$ cat config.mk
export PLATFORM = sky130hd
export DESIGN_NAME = otter_pc_ctrl_flat
export DESIGN_NICKNAME = d
export VERILOG_FILES = /design/src/rtl/otter_pkg.sv /design/src/rtl/otter_pc_ctrl_if.sv /design/src/rtl/otter_branch_cond.sv /design/src/rtl/otter_pc_ctrl.sv /design/src/flat_wrapper.sv
export SDC_FILE = /design/constraint.sdc
export NUM_CORES = 1
export LEC_CHECK = 0
export ABC_AREA = 1
export ABC_CLOCK_PERIOD_IN_PS = 1800
export BUFFER_PORTS_ARGS = -buffer_cell sky130_fd_sc_hd__buf_2
export CAP_MARGIN = 5
export CORE_MARGIN = 3
export CORE_UTILIZATION = 39
export CTS_CLUSTER_SIZE = 20
export DETAILED_ROUTE_END_ITERATION = 8
export HOLD_SLACK_MARGIN = 0.08
export MAX_ROUTING_LAYER = met4
export PLACE_DENSITY = 0.89
export SLEW_MARGIN = 30
export SYNTH_ARGS = -nofsm -noshare
export SYNTH_HDL_FRONTEND = slang
export SYNTH_SLANG_ARGS = --single-unit
$ cat constraint.sdc
create_clock -name clk -period 1.8 [get_ports clk]
set_input_delay 0.36 -clock clk [delete_from_list [all_inputs] [get_ports clk]]
set_output_delay 0.36 -clock clk [all_outputs]
set_load 0.02 [all_outputs]
$ cat src/rtl/otter_pkg.sv
// Shared OTTER constants: opcodes, PC source selects, mcause values, PC FSM states.
// Latency: n/a (declarations only).
// Backpressure: n/a.
package otter_pkg;

   // RV32I major opcodes (ir[6:0])
   localparam logic [6:0] OP_LOAD   = 7'b0000011;
   localparam logic [6:0] OP_IMM    = 7'b0010011;
   localparam logic [6:0] OP_AUIPC  = 7'b0010111;
   localparam logic [6:0] OP_STORE  = 7'b0100011;
   localparam logic [6:0] OP_OP     = 7'b0110011;
   localparam logic [6:0] OP_LUI    = 7'b0110111;
   localparam logic [6:0] OP_BRANCH = 7'b1100011;
   localparam logic [6:0] OP_JALR   = 7'b1100111;
   localparam logic [6:0] OP_JAL    = 7'b1101111;
   localparam logic [6:0] OP_SYSTEM = 7'b1110011;

   // funct12 of MRET within the SYSTEM/funct3=0 space
   localparam logic [11:0] F12_MRET = 12'h302;

   // PC next-address mux selects, shared with otter_pc
   localparam logic [2:0] PC_SRC_INC    = 3'd0;
   localparam logic [2:0] PC_SRC_JALR   = 3'd1;
   localparam logic [2:0] PC_SRC_BRANCH = 3'd2;
   localparam logic [2:0] PC_SRC_JAL    = 3'd3;
   localparam logic [2:0] PC_SRC_MTVEC  = 3'd4;
   localparam logic [2:0] PC_SRC_MEPC   = 3'd5;

   // mcause values
   localparam logic [31:0] MCAUSE_INTR    = 32'h8000_000B;
   localparam logic [31:0] MCAUSE_ILLEGAL = 32'h0000_0002;

   typedef enum logic [1:0] {
      ST_FETCH = 2'd0,
      ST_EXEC  = 2'd1,
      ST_WB    = 2'd2,
      ST_TRAP  = 2'd3
   } state_t;

endpackage

$ cat src/rtl/otter_pc_ctrl_if.sv
// Bundle between the PC sequencer and the decoder / comparator / CSR / PC datapath.
// Latency: n/a (wires only).
// Backpressure: imem_valid / dmem_valid stall the sequencer; no other flow control.
// master = sequencer (consumes instruction fields and flags, drives controls)
// slave  = datapath side (drives instruction fields and flags, consumes controls)
interface otter_pc_ctrl_if;
   import otter_pkg::*;

   logic [6:0]  opcode;
   logic [2:0]  funct3;
   logic [11:0] funct12;
   logic        br_eq;
   logic        br_lt;
   logic        br_ltu;
   logic        intr;
   logic        mie;
   logic        imem_valid;
   logic        dmem_valid;

   logic        imem_rd;
   logic        ir_load;
   logic        dmem_rd;
   logic        rf_w_en;
   logic        pc_w_en;
   logic [2:0]  pc_src_sel;
   logic        trap_take;
   logic [31:0] trap_cause;
   logic        mret;

   modport master (
      input  opcode, funct3, funct12, br_eq, br_lt, br_ltu, intr, mie,
             imem_valid, dmem_valid,
      output imem_rd, ir_load, dmem_rd, rf_w_en, pc_w_en, pc_src_sel,
             trap_take, trap_cause, mret
   );

   modport slave (
      output opcode, funct3, funct12, br_eq, br_lt, br_ltu, intr, mie,
             imem_valid, dmem_valid,
      input  imem_rd, ir_load, dmem_rd, rf_w_en, pc_w_en, pc_src_sel,
             trap_take, trap_cause, mret
   );

endinterface

$ cat src/rtl/otter_branch_cond.sv
// Maps branch funct3 and comparator flags to taken / illegal-encoding.
// Latency: purely combinational.
// Backpressure: none.
// Ports: i_funct3, i_br_eq, i_br_lt, i_br_ltu in; o_taken, o_illegal out.
module otter_branch_cond (
   input  logic [2:0] i_funct3,
   input  logic       i_br_eq,
   input  logic       i_br_lt,
   input  logic       i_br_ltu,
   output logic       o_taken,
   output logic       o_illegal
);

   always_comb begin
      o_taken   = 1'b0;
      o_illegal = 1'b0;
      case (i_funct3)
         3'b000:  o_taken = i_br_eq;     // BEQ
         3'b001:  o_taken = ~i_br_eq;    // BNE
         3'b100:  o_taken = i_br_lt;     // BLT
         3'b101:  o_taken = ~i_br_lt;    // BGE
         3'b110:  o_taken = i_br_ltu;    // BLTU
         3'b111:  o_taken = ~i_br_ltu;   // BGEU
         default: o_illegal = 1'b1;      // 010 / 011 unallocated
      endcase
   end

endmodule

$ cat src/rtl/otter_pc_ctrl.sv
// Multicycle PC sequencer: FETCH -> EXEC [-> WB] [-> TRAP] -> FETCH.
// Latency: 2 cycles per instruction, +1 per load (plus memory stalls), +1 on trap.
// Backpressure: holds in FETCH until imem_valid and in WB until dmem_valid.
// Ports: clk, rst (sync, active-high); bus (otter_pc_ctrl_if.master) carries
// instruction fields, comparator flags, intr/mie, memory valids, and all controls.
module otter_pc_ctrl
   import otter_pkg::*;
#(
   parameter logic [31:0] INTR_CAUSE    = MCAUSE_INTR,
   parameter logic [31:0] ILLEGAL_CAUSE = MCAUSE_ILLEGAL
) (
   input  logic               clk,
   input  logic               rst,
   otter_pc_ctrl_if.master    bus
);

   state_t      r_state;
   logic [31:0] r_cause;

   state_t      w_state_nxt;
   logic        w_cause_ld;
   logic [31:0] w_cause_nxt;

   logic        w_br_taken;
   logic        w_br_illegal;

   // decode of the instruction sitting in IR
   logic        w_legal;
   logic        w_is_load;
   logic [2:0]  w_dec_sel;
   logic        w_dec_rf;
   logic        w_dec_mret;

   // instruction completes this cycle; interrupts are only sampled here
   logic        w_done;

   logic        w_imem_rd;
   logic        w_ir_load;
   logic        w_dmem_rd;
   logic        w_rf_w_en;
   logic        w_pc_w_en;
   logic [2:0]  w_pc_src_sel;
   logic        w_trap_take;
   logic [31:0] w_trap_cause;
   logic        w_mret;

   otter_branch_cond u_branch_cond (
      .i_funct3  (bus.funct3),
      .i_br_eq   (bus.br_eq),
      .i_br_lt   (bus.br_lt),
      .i_br_ltu  (bus.br_ltu),
      .o_taken   (w_br_taken),
      .o_illegal (w_br_illegal)
   );

   always_comb begin
      w_legal    = 1'b1;
      w_is_load  = 1'b0;
      w_dec_sel  = PC_SRC_INC;
      w_dec_rf   = 1'b0;
      w_dec_mret = 1'b0;
      case (bus.opcode)
         OP_LOAD:   w_is_load = 1'b1;
         OP_BRANCH: begin
            w_legal   = ~w_br_illegal;
            w_dec_sel = w_br_taken ? PC_SRC_BRANCH : PC_SRC_INC;
         end
         OP_JAL: begin
            w_dec_sel = PC_SRC_JAL;
            w_dec_rf  = 1'b1;
         end
         OP_JALR: begin
            w_dec_sel = PC_SRC_JALR;
            w_dec_rf  = 1'b1;
         end
         OP_OP, OP_IMM, OP_LUI, OP_AUIPC: w_dec_rf = 1'b1;
         OP_STORE:  ;
         OP_SYSTEM: begin
            if (bus.funct3 != 3'b000) begin
               w_dec_rf = 1'b1;                // CSR access
            end else if (bus.funct12 == F12_MRET) begin
               w_dec_sel  = PC_SRC_MEPC;
               w_dec_mret = 1'b1;
            end else begin
               w_legal = 1'b0;                 // ECALL/EBREAK/WFI etc. unsupported
            end
         end
         default:   w_legal = 1'b0;
      endcase
   end

   always_comb begin
      w_state_nxt  = r_state;
      w_cause_ld   = 1'b0;
      w_cause_nxt  = ILLEGAL_CAUSE;
      w_done       = 1'b0;
      w_imem_rd    = 1'b0;
      w_ir_load    = 1'b0;
      w_dmem_rd    = 1'b0;
      w_rf_w_en    = 1'b0;
      w_pc_w_en    = 1'b0;
      w_pc_src_sel = PC_SRC_INC;
      w_trap_take  = 1'b0;
      w_trap_cause = '0;
      w_mret       = 1'b0;

      case (r_state)
         ST_FETCH: begin
            w_imem_rd = 1'b1;
            if (bus.imem_valid) begin
               w_ir_load   = 1'b1;
               w_state_nxt = ST_EXEC;
            end
         end
         ST_EXEC: begin
            if (!w_legal) begin
               // PC left on the faulting instruction so mepc captures it
               w_cause_ld  = 1'b1;
               w_cause_nxt = ILLEGAL_CAUSE;
               w_state_nxt = ST_TRAP;
            end else if (w_is_load) begin
               w_dmem_rd   = 1'b1;
               w_state_nxt = ST_WB;
            end else begin
               w_pc_w_en    = 1'b1;
               w_pc_src_sel = w_dec_sel;
               w_rf_w_en    = w_dec_rf;
               w_mret       = w_dec_mret;
               w_done       = 1'b1;
            end
         end
         ST_WB: begin
            w_dmem_rd = 1'b1;
            if (bus.dmem_valid) begin
               w_rf_w_en = 1'b1;
               w_pc_w_en = 1'b1;
               w_done    = 1'b1;
            end
         end
         ST_TRAP: begin
            w_pc_w_en    = 1'b1;
            w_pc_src_sel = PC_SRC_MTVEC;
            w_trap_take  = 1'b1;
            w_trap_cause = r_cause;
            w_state_nxt  = ST_FETCH;
         end
         default: w_state_nxt = ST_FETCH;
      endcase

      // mie is the pre-MRET value, so an interrupt enabled by MRET waits one instruction
      if (w_done) begin
         if (bus.intr && bus.mie) begin
            w_cause_ld  = 1'b1;
            w_cause_nxt = INTR_CAUSE;
            w_state_nxt = ST_TRAP;
         end else begin
            w_state_nxt = ST_FETCH;
         end
      end
   end

   always_ff @(posedge clk) begin
      if (rst) begin
         r_state <= ST_FETCH;
         r_cause <= '0;
      end else begin
         r_state <= w_state_nxt;
         if (w_cause_ld) begin
            r_cause <= w_cause_nxt;
         end
      end
   end

   // all controls forced low during reset so no stale request escapes
   assign bus.imem_rd    = w_imem_rd & ~rst;
   assign bus.ir_load    = w_ir_load & ~rst;
   assign bus.dmem_rd    = w_dmem_rd & ~rst;
   assign bus.rf_w_en    = w_rf_w_en & ~rst;
   assign bus.pc_w_en    = w_pc_w_en & ~rst;
   assign bus.pc_src_sel = rst ? 3'd0 : w_pc_src_sel;
   assign bus.trap_take  = w_trap_take & ~rst;
   assign bus.trap_cause = rst ? 32'd0 : w_trap_cause;
   assign bus.mret       = w_mret & ~rst;

endmodule

$ cat src/flat_wrapper.sv
// flat-port wrapper written by rule: the top's interface ports become plain ports
module otter_pc_ctrl_flat import otter_pkg::*;
#(
   parameter logic [31:0] INTR_CAUSE    = MCAUSE_INTR,
   parameter logic [31:0] ILLEGAL_CAUSE = MCAUSE_ILLEGAL
)
  (clk, rst, bus_opcode, bus_funct3, bus_funct12, bus_br_eq, bus_br_lt, bus_br_ltu, bus_intr, bus_mie, bus_imem_valid, bus_dmem_valid, bus_imem_rd, bus_ir_load, bus_dmem_rd, bus_rf_w_en, bus_pc_w_en, bus_pc_src_sel, bus_trap_take, bus_trap_cause, bus_mret);
  otter_pc_ctrl_if bus_i ();
  input  logic clk;
  input  logic rst;
  input wire logic [$bits(bus_i.opcode)-1:0] bus_opcode;
  input wire logic [$bits(bus_i.funct3)-1:0] bus_funct3;
  input wire logic [$bits(bus_i.funct12)-1:0] bus_funct12;
  input wire logic [$bits(bus_i.br_eq)-1:0] bus_br_eq;
  input wire logic [$bits(bus_i.br_lt)-1:0] bus_br_lt;
  input wire logic [$bits(bus_i.br_ltu)-1:0] bus_br_ltu;
  input wire logic [$bits(bus_i.intr)-1:0] bus_intr;
  input wire logic [$bits(bus_i.mie)-1:0] bus_mie;
  input wire logic [$bits(bus_i.imem_valid)-1:0] bus_imem_valid;
  input wire logic [$bits(bus_i.dmem_valid)-1:0] bus_dmem_valid;
  output wire logic [$bits(bus_i.imem_rd)-1:0] bus_imem_rd;
  output wire logic [$bits(bus_i.ir_load)-1:0] bus_ir_load;
  output wire logic [$bits(bus_i.dmem_rd)-1:0] bus_dmem_rd;
  output wire logic [$bits(bus_i.rf_w_en)-1:0] bus_rf_w_en;
  output wire logic [$bits(bus_i.pc_w_en)-1:0] bus_pc_w_en;
  output wire logic [$bits(bus_i.pc_src_sel)-1:0] bus_pc_src_sel;
  output wire logic [$bits(bus_i.trap_take)-1:0] bus_trap_take;
  output wire logic [$bits(bus_i.trap_cause)-1:0] bus_trap_cause;
  output wire logic [$bits(bus_i.mret)-1:0] bus_mret;
  assign bus_i.opcode = bus_opcode;
  assign bus_i.funct3 = bus_funct3;
  assign bus_i.funct12 = bus_funct12;
  assign bus_i.br_eq = bus_br_eq;
  assign bus_i.br_lt = bus_br_lt;
  assign bus_i.br_ltu = bus_br_ltu;
  assign bus_i.intr = bus_intr;
  assign bus_i.mie = bus_mie;
  assign bus_i.imem_valid = bus_imem_valid;
  assign bus_i.dmem_valid = bus_dmem_valid;
  assign bus_imem_rd = bus_i.imem_rd;
  assign bus_ir_load = bus_i.ir_load;
  assign bus_dmem_rd = bus_i.dmem_rd;
  assign bus_rf_w_en = bus_i.rf_w_en;
  assign bus_pc_w_en = bus_i.pc_w_en;
  assign bus_pc_src_sel = bus_i.pc_src_sel;
  assign bus_trap_take = bus_i.trap_take;
  assign bus_trap_cause = bus_i.trap_cause;
  assign bus_mret = bus_i.mret;
  otter_pc_ctrl #(.INTR_CAUSE(INTR_CAUSE), .ILLEGAL_CAUSE(ILLEGAL_CAUSE)) u_core (.clk(clk), .rst(rst), .bus(bus_i));
endmodule
== After elaboration in Yosys (flattened, before gate mapping) ==
Cells that the tools add are included.
Storage, ports and cells
  input bits: 31
  logic and storage cells: 92
  bits in read-only memories: 0
  bits in latches: 0
  memories: 0
  register bits after elaboration: 34
  memory bits (writable): 0
  output and inout port bits: 42
Cells by class
  equal/unequal tests: 21
  bitwise logic cells: 11
  multiply operators: 0
  shifts and indexed selects: 0
  mux-type cells: 49
  reductions and logical operators: 9
  add/subtract/negate cells: 0
  $lt $le $gt $ge: 0
  div/mod/pow operators: 0
Operators with widths (number)
  2-to-1 mux 32 bit: 4
  equality test 7 bit, second input constant: 4
  2-to-1 mux 1 bit: 24
  equality test 7 x 6 -> 1 bit, second input constant: 3
  2-to-1 mux 3 bit: 5
  equality test 7 x 5 -> 1 bit, second input constant: 2
  equality test 12 x 10 -> 1 bit, second input constant: 1
  equality test 3 bit, second input constant: 4
  2-to-1 mux 2 bit: 6
  one-hot mux 3 bit (4 select lines): 1
  OR reduction 6 bit: 2
  one-hot mux 1 bit (2 select lines): 4
  OR reduction 8 bit: 1
  AND 1 bit: 7
  equality test 7 x 2 -> 1 bit, second input constant: 1
  one-hot mux 1 bit (3 select lines): 2
  one-hot mux 1 bit (6 select lines): 1
  one-hot mux 2 bit (3 select lines): 1
  one-hot mux 3 bit (2 select lines): 1
  equality test 2 bit, second input constant: 2
  inequality test 4 bit, second input constant: 1
  inverter 1 bit: 4
  nonzero test 4 bit: 1
  equality test 3 x 1 -> 1 bit, second input constant: 1
  other kinds (7): 7

== Depth between registers and ports, before layout ==
  depth after elaboration: 8
  gate-level depth with buffers: 13
  gate-level depth less buffers: 13

== By module ==
From an unflattened synthesis, not the netlist that was laid out.
Second synthesis, totals
  cell total of the unflattened synthesis: 153
  area, all modules: 943.4 µm²
By module, submodules not included
  otter_pc_ctrl: instances 1, seq. area each 80.1 µm², cells an instance 137, area an instance 873.3 µm²
  otter_branch_cond: instances 1, seq. area each 0.0 µm², cells an instance 16, area an instance 70.1 µm²

== Worst setup path after synthesis ==
OpenSTA, ideal clock, no wires.
  kind: input port to output port
  from: in bus_opcode[2]
  to: out bus_pc_src_sel[0]
  arrival time: 1.547 ns
  data required time: 1.440 ns
  path slack: -0.107 ns
  buffers on the path: 0
  stages on the path: 8
  cells stage by stage: nor2_2 > nand2_2 > nor2_2 > nand3_2 > or3_1 > nor2_2 > inv_2 > o31ai_1
On the way
  word-level cells in the longest chain between the ends: 6
  elaborated cells on any way between the ends: 18
  classes of those cells: 10 x eq/ne; 7 x mux; 1 x reduce/logical
Ends and longest elaborated chain
  from (decl): line flat_wrapper.sv:11  | input wire logic [$bits(bus_i.opcode)-1:0] bus_opcode;
  equality test 7 x 6 -> 1 bit, or another cell as far along: line otter_pc_ctrl.sv:62  | case (bus.opcode)
  OR reduction 8 bit (no source line), or another cell as far along
  one-hot mux 1 bit (3 select lines) / 2-to-1 mux 3 bit (equally long branches): line otter_pc_ctrl.sv:62, otter_pc_ctrl.sv:121
  2-to-1 mux 3 bit *: line otter_pc_ctrl.sv:116  | if (!w_legal) begin
  one-hot mux 3 bit (2 select lines) *: line otter_pc_ctrl.sv:107  | case (r_state)
  2-to-1 mux 3 bit *: line otter_pc_ctrl.sv:180  | assign bus.pc_src_sel = rst ? 3'd0 : w_pc_src_sel;
  to (decl): line flat_wrapper.sv:26  | output wire logic [$bits(bus_i.pc_src_sel)-1:0] bus_pc_src_sel;
Mark *: on every way between the ends. The rest lies on a longest branch, timed or not.

== Worst setup path after layout ==
Same ends and word-level chain as after synthesis.

==> metrics <==
unrepaired setup endpoints after global routing=yes; setup violators final=7; first-pass GRT wire length=3330 um; number of global-route vias before repair=833; CTS tree=yes; net total in the final layout=242; vias=1039; top cells by count, synth=30 x buf_4, 19 x nand2_1, 19 x nor2_1; HP Start=u_core.r_cause[3]; RD Place Congestion=0.789; Hold Buf Count CTS=0; Hold Path Class=flip-flop to flip-flop; Top delay family on crit path=simple AND/OR/NAND/NOR gates; Yosys cell types=28; Pwr Density=642 mW/mm^2; io pins=73; CP most frequent cell=nor2_4; CP startpoint kind=input port; area leader, netlist=buf_4; Post-synth EDFFs=0; final hold slack=0.472 ns; Static Leak=0.777 nW; Post-Syn Area=880 sq um; post-synthesis sequential area ratio=9.10%; dominant synthesized flop cell=dfxtp_1; Core ar.=0.00204 sq mm; flops & latches, synth=4; Worst-Skew Late Latency=0.23 ns; number of buffers created by CTS=3; Overflow after GRT=0; critical path cell sequence=buf_8 -> nor2_4 -> nand2_4 -> nor2_4 -> nand3_2 -> or3_4 -> nor2_4 -> inv_2 -> o31ai_2 -> buf_4; Wirelength per Cell=11.5 um; worst setup margin=-0.136 ns; share of cells above drive strength 1=52.0%; WP buf/inv=3; initial antenna violation count=0; f_max=516 MHz; Layout area overhead=60.9%; Max Cap Viol=0; placed wire-length estimate=1830 um; Avg Vias per Cell=4.50; DRC Markers=0; row count=16; DR pass1 iterations=4; critical path's largest stage delay=0.35 ns; antenna-violating nets left=0; outcome=complete, but fails checks; Initial Util=43.1%; skew final=0.00851 ns; CP Class=input port to output port; CP Data Arrival Time=1.58 ns; Max VDD drop=0.538 mV; Worst setup EP type=output port; failing checks=setup timing; drt initial violations=22; die width=53.5 um; worst reg2reg path startpoint=u_core.r_state[1]; pin count of the biggest net entering global routing=11; Max clock buf depth=2; Hold Fails Final Rpt=0; worst endpoint required time=1.44 ns; share of Yosys cell area claimed by the top area cell type=25.6%; crit-path max FO=2; Die Ht=53.5 um; clk sinks=4; Area contributors post-synth=buf_4 26%, dfxtp_1 9.1%, nand2_1 8.1%, nor2_1 8.1%, inv_1 7.3%; DIE AREA=0.00286 sq mm; Slew Limit Fails=0; GRT Total Usage=15.8%; number of diodes=0; minimum clock period after layout=1.94 ns; CTS H-tree depth=1; power consumption=0.909 mW; most common cell in the netlist=buf_4; Synth async-reset ratio=0%; PortBufs=44; root buf cell=clkbuf_4; clock-pin slew on the worst setup and hold paths=0.04 ns; crit share post-route=108%; Mapped Cells=143; Synth Warn #=0; final wirelength=2660 um; slowest cell on the critical path=or3_4; Mean Syn Cell Area=6.15 sq um; crit path launch=bus_opcode[2]; dpl ws=-0.171 ns
## cell families (layout without fill, tap and decap cells)
family | count (synthesis) | count (layout) | synth area share (%)
simple gates | 68 | 68 | 38.7
buf+inv | 50 | 84 | 34.3
compound gates | 14 | 14 | 9.25
fa+ha+maj | 5 | 5 | 7.11
flops | 4 | 4 | 9.10
other cells | 1 | 28 | 0.426
mux | 1 | 1 | 1.14
## tightest hold or removal path: stages, from the launching register on
cell and delay [ns]:
dfxtp_1 0.30, nand2_1 0.06, a21oi_1 0.06
## power breakdown
| part | internal [mW] | total [mW] | leakage, nW | switching [mW] |
|---|---|---|---|---|
| Sequential | 0.118 | 0.140 | 0.0331 | 0.0220 |
| Clock | 0.0744 | 0.109 | 0.0138 | 0.0351 |
| Combinational | 0.267 | 0.660 | 0.730 | 0.393 |
## through the flow
step	instance area, sq um	TNS [ns]	std cells	utilization (%)
detailed placement	1130	-0.591	225	55.6
global route	1420	-1.10	231	69.3
global placement	1130	-0.550	225	55.6
finish	1420	-0.568	231	69.3
floorplan	998	-0.00254	170	-
CTS	1300	-0.244	229	63.8
## per-layer routing
| layer | global-route usage, % | part of all wire (%) |
|---|---|---|
| met1 | 18.4 | 38 |
| met2 | 29.6 | 50 |
| met3 | 2.82 | 11 |
| met4 | 0 | 0.83 |
| met5 | - | 0 |
## worst paths after layout
check / to / slack [ns] / cells after the start
hold reg to reg: u_core.r_cause[3] / 0.47 / 2
setup reg to reg: u_core.r_state[1] / 0.26 / 12
hold / removal: u_core.r_cause[3] / 0.47 / 2
setup / recovery: bus_pc_src_sel[0] / -0.14 / 10
## sequential cells by signal, indices dropped and copies added, names as in the netlist
name and flops:
u_core.r_state 2, u_core.r_cause 2
## layout make-up
cell class                 instances  area [sq um]
clock buffer                       3          22.5
inverter                          19          73.8
fill                             157           627
timing repair buffer              62           440
tap                               27          33.8
multi-input combinational        116           763
sequential                         4          81.3
## cell usage in the layout, fill, tap and decap left out, types with 5 or more instances in the layout
cell type  count
nand2_4        5
nand2_2        5
conb_1        28
nor2_4         7
buf_2         28
buf_6         10
nor2_1        14
buf_4         23
inv_1         15
nand2_1       15
## repair_timing
action	4_1_cts	5_1_grt
gates resized for setup	33	27
pin swaps	10	3
setup endpoints to repair	7	8
setup buffers	1	2
(Power assumes the default switching activity.)
